## config.mk

```make
export PLATFORM = sky130hd
export DESIGN_NAME = sysid_info_regs
export DESIGN_NICKNAME = d
export VERILOG_FILES = /design/src/rtl/sysid_pkg.sv /design/src/rtl/sysid_uptime_counter.sv /design/src/rtl/sysid_info_regs.sv
export SDC_FILE = /design/constraint.sdc
export NUM_CORES = 1
export LEC_CHECK = 0
export ABC_AREA = 1
export BUFFER_PORTS_ARGS = -buffer_cell sky130_fd_sc_hd__buf_4
export CORE_MARGIN = 1.5
export CORE_UTILIZATION = 59
export DETAILED_ROUTE_END_ITERATION = 12
export GPL_ROUTABILITY_DRIVEN = 0
export PLACE_DENSITY = 0.86
export SKIP_CTS_REPAIR_TIMING = 1
export SLEW_MARGIN = 0
export SYNTH_ARGS = -nofsm -noshare
export SYNTH_HDL_FRONTEND = slang
export SYNTH_SLANG_ARGS = --single-unit
```

## constraint.sdc

```tcl
create_clock -name clock -period 1.75 [get_ports clock]
set_input_delay 0.0875 -clock clock [delete_from_list [all_inputs] [get_ports clock]]
set_output_delay 0.0875 -clock clock [all_outputs]
set_load 0.02 [all_outputs]
```

## src/rtl/sysid_pkg.sv

```systemverilog
// Shared constants for the system-ID / info register block.
package sysid_pkg;

   localparam int unsigned SYSID_DATA_W = 32;

   // Word offsets within the 8-word register window
   localparam logic [2:0] SYSID_OFF_ID      = 3'd0;
   localparam logic [2:0] SYSID_OFF_TS      = 3'd1;
   localparam logic [2:0] SYSID_OFF_VERSION = 3'd2;
   localparam logic [2:0] SYSID_OFF_CAPS    = 3'd3;
   localparam logic [2:0] SYSID_OFF_UPLO    = 3'd4;
   localparam logic [2:0] SYSID_OFF_UPHI    = 3'd5;
   localparam logic [2:0] SYSID_OFF_SCRATCH = 3'd6;
   localparam logic [2:0] SYSID_OFF_CTRL    = 3'd7;

   // CTRL register bit positions
   localparam int unsigned SYSID_CTRL_CLEAR  = 0;
   localparam int unsigned SYSID_CTRL_FREEZE = 1;

endpackage

```

## src/rtl/sysid_uptime_counter.sv

```systemverilog
// Free-running uptime counter with clear/freeze priority.
// Priority: reset > clear > freeze hold > increment; wraps silently.
module sysid_uptime_counter #(
   parameter int unsigned UPTIME_WIDTH = 64
) (
   input  logic                    clock,
   input  logic                    reset_n,
   input  logic                    clear,
   input  logic                    freeze,
   output logic [UPTIME_WIDTH-1:0] count
);

   logic [UPTIME_WIDTH-1:0] count_q;
   logic [UPTIME_WIDTH-1:0] count_d;

   // Next-state: clear wins over freeze, freeze wins over increment
   always_comb begin
      count_d = count_q;
      if (clear) begin
         count_d = '0;
      end else if (!freeze) begin
         count_d = count_q + UPTIME_WIDTH'(1);
      end
   end

   // Counter register with synchronous reset
   always_ff @(posedge clock) begin
      if (!reset_n) begin
         count_q <= '0;
      end else begin
         count_q <= count_d;
      end
   end

   assign count = count_q;

endmodule

```

## src/rtl/sysid_info_regs.sv

```systemverilog
// System-ID / build-info register slave with uptime counter, scratch and
// control registers. Reads are registered: readdatavalid one cycle after read.
module sysid_info_regs
   import sysid_pkg::*;
#(
   parameter logic [31:0] ID_VALUE        = 32'h0000_0000,
   parameter logic [31:0] TIMESTAMP_VALUE = 32'h0000_0000,
   parameter logic [31:0] VERSION_VALUE   = 32'h0001_0000,
   parameter logic [31:0] CAPS_VALUE      = 32'h0000_0000,
   parameter int unsigned UPTIME_WIDTH    = 64,  // legal 33..64
   parameter int unsigned ADDR_WIDTH      = 3,   // minimum 3
   parameter logic [31:0] SCRATCH_RESET   = 32'h0000_0000
) (
   input  logic                    clock,
   input  logic                    reset_n,
   input  logic [ADDR_WIDTH-1:0]   address,
   input  logic                    read,
   input  logic                    write,
   input  logic [SYSID_DATA_W-1:0] writedata,
   input  logic [3:0]              byteenable,
   output logic [SYSID_DATA_W-1:0] readdata,
   output logic                    readdatavalid
);

   logic [UPTIME_WIDTH-1:0] count;
   logic [31:0]             hi_snap;
   logic [31:0]             scratch;
   logic                    freeze;
   logic                    clear_pend;
   logic [31:0]             rd_mux;
   logic [31:0]             rd_q;
   logic                    rdv_q;
   logic                    in_map;
   logic [2:0]              off;
   logic                    wr_ok;

   assign in_map = (address >> 3) == '0;
   assign off    = address[2:0];
   // A write coinciding with a read is dropped
   assign wr_ok  = write && !read && in_map;

   // CLEAR is registered, so the counter zeroes one edge after the write
   sysid_uptime_counter #(
      .UPTIME_WIDTH (UPTIME_WIDTH)
   ) u_uptime (
      .clock   (clock),
      .reset_n (reset_n),
      .clear   (clear_pend),
      .freeze  (freeze),
      .count   (count)
   );

   // Read data selection from the current (pre-edge) register values
   always_comb begin
      rd_mux = '0;
      if (in_map) begin
         case (off)
            SYSID_OFF_ID:      rd_mux = ID_VALUE;
            SYSID_OFF_TS:      rd_mux = TIMESTAMP_VALUE;
            SYSID_OFF_VERSION: rd_mux = VERSION_VALUE;
            SYSID_OFF_CAPS:    rd_mux = CAPS_VALUE;
            SYSID_OFF_UPLO:    rd_mux = count[31:0];
            SYSID_OFF_UPHI:    rd_mux = hi_snap;
            SYSID_OFF_SCRATCH: rd_mux = scratch;
            SYSID_OFF_CTRL:    rd_mux[SYSID_CTRL_FREEZE] = freeze;
            default:           rd_mux = '0;
         endcase
      end
   end

   // Read pipeline: data and valid registered one cycle after the strobe
   always_ff @(posedge clock) begin
      if (!reset_n) begin
         rd_q  <= '0;
         rdv_q <= 1'b0;
      end else begin
         rdv_q <= read;
         if (read) begin
            rd_q <= rd_mux;
         end
      end
   end

   // Upper uptime bits captured on a low-word read for a coherent 64-bit pair
   always_ff @(posedge clock) begin
      if (!reset_n) begin
         hi_snap <= '0;
      end else if (read && in_map && (off == SYSID_OFF_UPLO)) begin
         hi_snap <= 32'(count >> 32);
      end
   end

   // Byte-enabled scratch register
   always_ff @(posedge clock) begin
      if (!reset_n) begin
         scratch <= SCRATCH_RESET;
      end else if (wr_ok && (off == SYSID_OFF_SCRATCH)) begin
         for (int b = 0; b < 4; b++) begin
            if (byteenable[b]) begin
               scratch[8*b +: 8] <= writedata[8*b +: 8];
            end
         end
      end
   end

   // Control: FREEZE is a stored bit, CLEAR a one-cycle pulse; lane 0 only
   always_ff @(posedge clock) begin
      if (!reset_n) begin
         freeze     <= 1'b0;
         clear_pend <= 1'b0;
      end else begin
         clear_pend <= 1'b0;
         if (wr_ok && (off == SYSID_OFF_CTRL) && byteenable[0]) begin
            freeze     <= writedata[SYSID_CTRL_FREEZE];
            clear_pend <= writedata[SYSID_CTRL_CLEAR];
         end
      end
   end

   assign readdata      = rd_q;
   assign readdatavalid = rdv_q;

endmodule

```

# Word-level counts from Yosys, hierarchy flattened
# Cells that the tools add are included.
[word_totals]
regBits = 163
output_inout_bits = 33
elab_cells = 36
in_bits = 43
[classes]
add_sub_neg = 1
n_reduce_logical = 14
eq_ne = 7
bitwise = 1
n_mux = 3
[op_table]
columns = ["operator", "n"]
rows = [
  ["30-bit one-hot mux with 4 select lines", 1],
  ["64-bit by 1-bit adder with 64-bit output, second input constant", 1],
  ["3-bit == test, second input constant", 4],
  ["2-bit AND reduction", 5],
  ["3-bit by 2-bit == test with 1-bit output, second input constant", 2],
  ["1-bit logical AND", 5],
  ["1-bit one-hot mux with 5 select lines", 1],
  ["4-bit OR reduction", 1],
  ["3-bit by 1-bit == test with 1-bit output, second input constant", 1],
  ["3-bit zero test", 1],
  ["1-bit one-hot mux with 3 select lines", 1],
  ["2-bit OR reduction", 1],
  ["1-bit zero test", 1],
  ["1-bit NOT", 1],
]

# Logic depth before layout (Yosys ltp)
[depth]
ltp_word = 5
depth_mapped = 11
mapped_depth_nobuf = 11

# Cells and area by module
# From an unflattened synthesis, not the netlist that was laid out.
[hier_totals]
hier_cells = 1185
area_unflattened_um2 = 7764.9
[by_module_without_submodules]
columns = ["mod", "cells_per_inst", "instances", "seq_area_each_um2", "area_each_um2"]
rows = [
  ["sysid_info_regs", 585, 1, 1981.9, 4083.9],
  ["sysid_uptime_counter", 600, 1, 1281.2, 3681.0],
]

# Worst setup path after synthesis
# Ideal clock, no wire load.
[synth_path]
path_type = "flip-flop to flip-flop"
from = "register u_uptime.count_q[1], in the netlist u_uptime.count[1]"
to = "register u_uptime.count_q[50], in the netlist u_uptime.count[50]"
t_arrival_ns = 1.387
setup_time_ns = 0.113
n_path_buf = 0
t_required_ns = 1.637
stages_incl_launch_ff = 11
setup_slack_ns = 0.250
cell_sequence = "dfxtp_1 ha_1 nand2_2 nor2_4 nand3_2 nor2_2 nand2_2 nor2_1 nand2_1 nand2_1 nor2_1"
[synth_between]
elab_chain_cells = 1
[synth_lines]
columns = ["item", "line_no", "text"]
rows = [
  ["start: declaration", "sysid_uptime_counter.sv:13", "logic [UPTIME_WIDTH-1:0] count_q;"],
  ["start signal: assignment", "sysid_uptime_counter.sv:31", "count_q <= count_d;"],
  ["64-bit by 1-bit adder with 64-bit output", "sysid_uptime_counter.sv:22", "count_d = count_q + UPTIME_WIDTH'(1);"],
]
# Every way passes these cells.
# A chain may end at the register's enable or synchronous reset.

# Final worst setup path
[layout_path]
from = "register u_uptime.count_q[1], in the netlist u_uptime.count[1]"
to = "register u_uptime.count_q[44], in the netlist u_uptime.count[44]"
# The elaborated chain is that of the path after synthesis.

==> load_flow_metrics.sql <==
INSERT INTO impl_metrics (metric_group, metric, value, unit) VALUES
('logic_synthesis', 'synth_top_family_by_area', 'simple AND/OR/NAND/NOR gates', ''),
('power', 'share_seq_of_total_power', '0.469', ''),
('clocking', 'cts_buffer_depth', '2', ''),
('clocking', 'cts_buffers', '17', ''),
('die', 'fp-row-count', '41', ''),
('logic_synthesis', 'synth_fa_ha_area_frac', '0.00162', ''),
('power', 'cellInternalPower', '6.23', 'mW'),
('timing', 'timing.hold.ws', '-0.0653', 'ns'),
('timing', 'slew-limit-headroom', '0.560', ''),
('global_routing', 'grt-busiest-layer', 'met2', ''),
('power', 'total_leakage_power', '3.42', 'nW'),
('run_status', 'failed_checks', 'negative hold slack', ''),
('clocking', 'h-tree-depth', '4', ''),
('logic_synthesis', 'muxShareOfSynthArea', '0', ''),
('timing', 'max_slew_violation_total_from_the_final_report', '0', ''),
('worst_setup_path', 'cpMostUsedCell', 'nand2_2', ''),
('die', 'initial_core_util', '0.609', ''),
('flow_run', 'cap_viol_max_count', '0', ''),
('global_routing', 'grtUsageTotal', '0.338', ''),
('logic_synthesis', 'synth_top_cell_area_share', '0.421', ''),
('timing', 'min_period_over_period', '0.959', ''),
('global_routing', 'grt_antenna_before_repair', '0', ''),
('cells_and_area', 'utilization', '0.750', ''),
('logic_synthesis', 'synth-compound-area-share', '0.159', ''),
('worst_setup_path', 'arrival', '2.00', 'ns'),
('logic_synthesis', 'yosysWarnings', '0', ''),
('global_routing', 'gr-usage-met3', '0.0916', ''),
('worst_setup_path', 'delay_of_the_slowest_cell_on_the_worst_path', '0.38', 'ns'),
('worst_setup_path', 'crit_path_class', 'flop to flop', ''),
('die', 'design.die.area', '13800', 'µm²'),
('logic_synthesis', 'synth_top_area_cell', 'dfxtp_1', ''),
('worst_setup_path', 'cp_cell_sequence', 'ha_2, nand2_2, nor2_4, nand2_2, nor2_4, nand2_2, nor2_4, nand2_2, nor2_1, nor2_1', ''),
('die', 'core_region_area', '12700', 'µm²'),
('power', 'combPwrFrac', '0.051', ''),
('placed_design', 'dpl.hpwl', '17100', 'µm'),
('cells_and_area', 'num_antenna_cells', '0', ''),
('logic_synthesis', 'synth-seq-cells', '163', ''),
('cells_and_area', 'layout-drive-gt1-share', '0.151', ''),
('global_routing', 'grt_first_pass_wirelength', '37500', 'µm'),
('global_routing', 'grt_util_met1', '0.432', ''),
('worst_setup_path', 'critPathLaunchType', 'flop', ''),
('global_routing', 'grt_start_max_net_pins', '62', ''),
('power', 'netSwitchingPower', '1.78', 'mW'),
('power', 'finalPower', '8.00', 'mW'),
('cells_and_area', 'final_net_count', '1333', ''),
('timing', 'number_of_hold_violations_in_the_final_report', '10', ''),
('routing', 'routed_via_density', '5.70', ''),
('run_status', 'result_of_the_run', 'finished, violations left', ''),
('die', 'fp.dieW', '118', 'µm'),
('global_routing', 'groute.layer.met2.usage', '0.529', ''),
('logic_synthesis', 'synthesis.nets', '1222', ''),
('routing', 'antenna_left', '0', ''),
('timing', 'tightestPinTransition', '0.660', 'ns'),
('die', 'die_y', '118', 'µm'),
('logic_synthesis', 'synthSimpleGateAreaFrac', '0.338', ''),
('cells_and_area', 'fillCellCount', '974', ''),
('worst_setup_path', 'worst_ep_required_time', '2.07', 'ns'),
('clocking', 'cts_num_sinks', '163', ''),
('logic_synthesis', 'area_share_of_xor_xnor_cells_in_the_synthesized_design', '0.00226', ''),
('timing', 'fmax', '596', 'MHz'),
('logic_synthesis', 'yosysUniqueCellTypes', '31', ''),
('routing', 'totalWireLength', '24000', 'µm'),
('worst_setup_path', 'critical-path-slowest-cell', 'dfxtp_2', ''),
('power', 'power_frac_clock', '0.480', ''),
('timing', 'period_minus_slack', '1.68', 'ns'),
('routing', 'first_drt_iteration_drcs', '1147', ''),
('routing', 'firstDrtPassIters', '6', ''),
('global_routing', 'number_of_global_route_vias_before_repair', '7563', ''),
('logic_synthesis', 'post_synthesis_cell_area', '7740', 'µm²'),
('power', 'ir_worst_vdd', '0.000662', 'V'),
('global_routing', 'remaining_global_route_overflow', '0', '');
[cell usage after synthesis (all sizes together)]
library cell and count:
xor2 2, o221ai 19, o21bai 7, nand4 6, inv 111, a21oi 120
nor3 15, nand2 342, nor4 1, dfxtp 163, nand3 59, clkinv 3
clkbuf 22, and2 2, nand3b 3, and3 2, buf 21, o21ai 67
a31oi 1, nor2 200, ha 1, nor3b 2, o211ai 9
[stage by stage]
step                      setup TNS, ns  setup WS [ns]  hold WS, ns  instances  cell area [µm²]
after global placement                0          0.143        0.310       1420             8660
final                                 0         0.0715      -0.0653       1474             9550
after global routing             -0.123        -0.0448      0.00284       1474             9550
after detailed placement              0         0.0756        0.326       1420             8660
after floorplan                       0          0.250        0.222       1178             7740
after CTS                             0         0.0618       -0.122       1452             9270
[path summary, 6_finish.rpt]
check | from | depth (start not counted) | slack, ns | end
min | writedata[8] | 3 | -0.07 | scratch[8]
max | u_uptime.count[1] | 10 | 0.07 | u_uptime.count[44]
max reg2reg | u_uptime.count[1] | 10 | 0.07 | u_uptime.count[44]
min reg2reg | scratch[9] | 2 | 0.45 | scratch[9]
[cells by family after synthesis]
kind of cell	after synthesis
adders and majority gates	1
DFF	163
buffers and inverters	157
xor gates and xnor gates	2
AOI/OAI and AO/OA	223
and+or+nand+nor	632
[final cells by class]
| type | count | area, µm² | share of cell area |
|---|---|---|---|
| Timing Repair Buffer | 135 | 1090 | 0.114 |
| Clock buffer | 21 | 460 | 0.0482 |
| Multi-Input combinational cell | 858 | 3930 | 0.412 |
| Clock inverter | 11 | 150 | 0.0157 |
| Sequential cell | 163 | 3270 | 0.343 |
| Tap cell | 172 | 215 | 0.0225 |
| Inverter | 114 | 428 | 0.0448 |
[metal layers]
metal  up-vias  wire length [µm]
met5         -                 0
li1       4028                 -
met4         0              1170
met2       490             10600
met3       103              2510
met1      3788              9650
[worst reg2reg max path, cell delays in order (launching register included)]
cell and delay, ns:
dfxtp_2 0.38, ha_2 0.22, nand2_2 0.09, nor2_4 0.14
nand2_2 0.11, nor2_4 0.13, nand2_2 0.12, nor2_4 0.15
nand2_2 0.08, nor2_1 0.11, nor2_1 0.05
[cell usage in the layout (no fill, tap or decap), drive strengths merged]
cell and instances:
a21oi 120, nand3b 3, clkinv 7, nor4 1, xor2 2, nor2 200
dfxtp 163, dlygate4sd3 21, o211ai 9, and2 2, nand4 6, nand3 59
o21ai 67, nor3b 2, ha 1, bufinv 3, inv 113, buf 114
o221ai 19, nor3 15, clkbuf 21, o21bai 7, clkinvlp 2, nand2 342
a31oi 1, and3 2
[power groups by stage]
stage,combinational [mW],sequential [mW],clock [mW]
4_1_cts,0.356,3.75,3.86
3_3_place_gp,0.347,3.83,0
2_1_floorplan,0.191,3.83,0
6_report,0.406,3.75,3.84
3_5_place_dp,0.353,3.83,0
5_1_grt,0.437,3.75,4.02
[flip-flops by register name (all words and copies together), names as in the netlist]
name and cells:
u_uptime.count 64, readdata 32, clear_pend 1, freeze 1, readdatavalid 1, hi_snap 32, scratch 32
(Power assumes the default switching activity.)
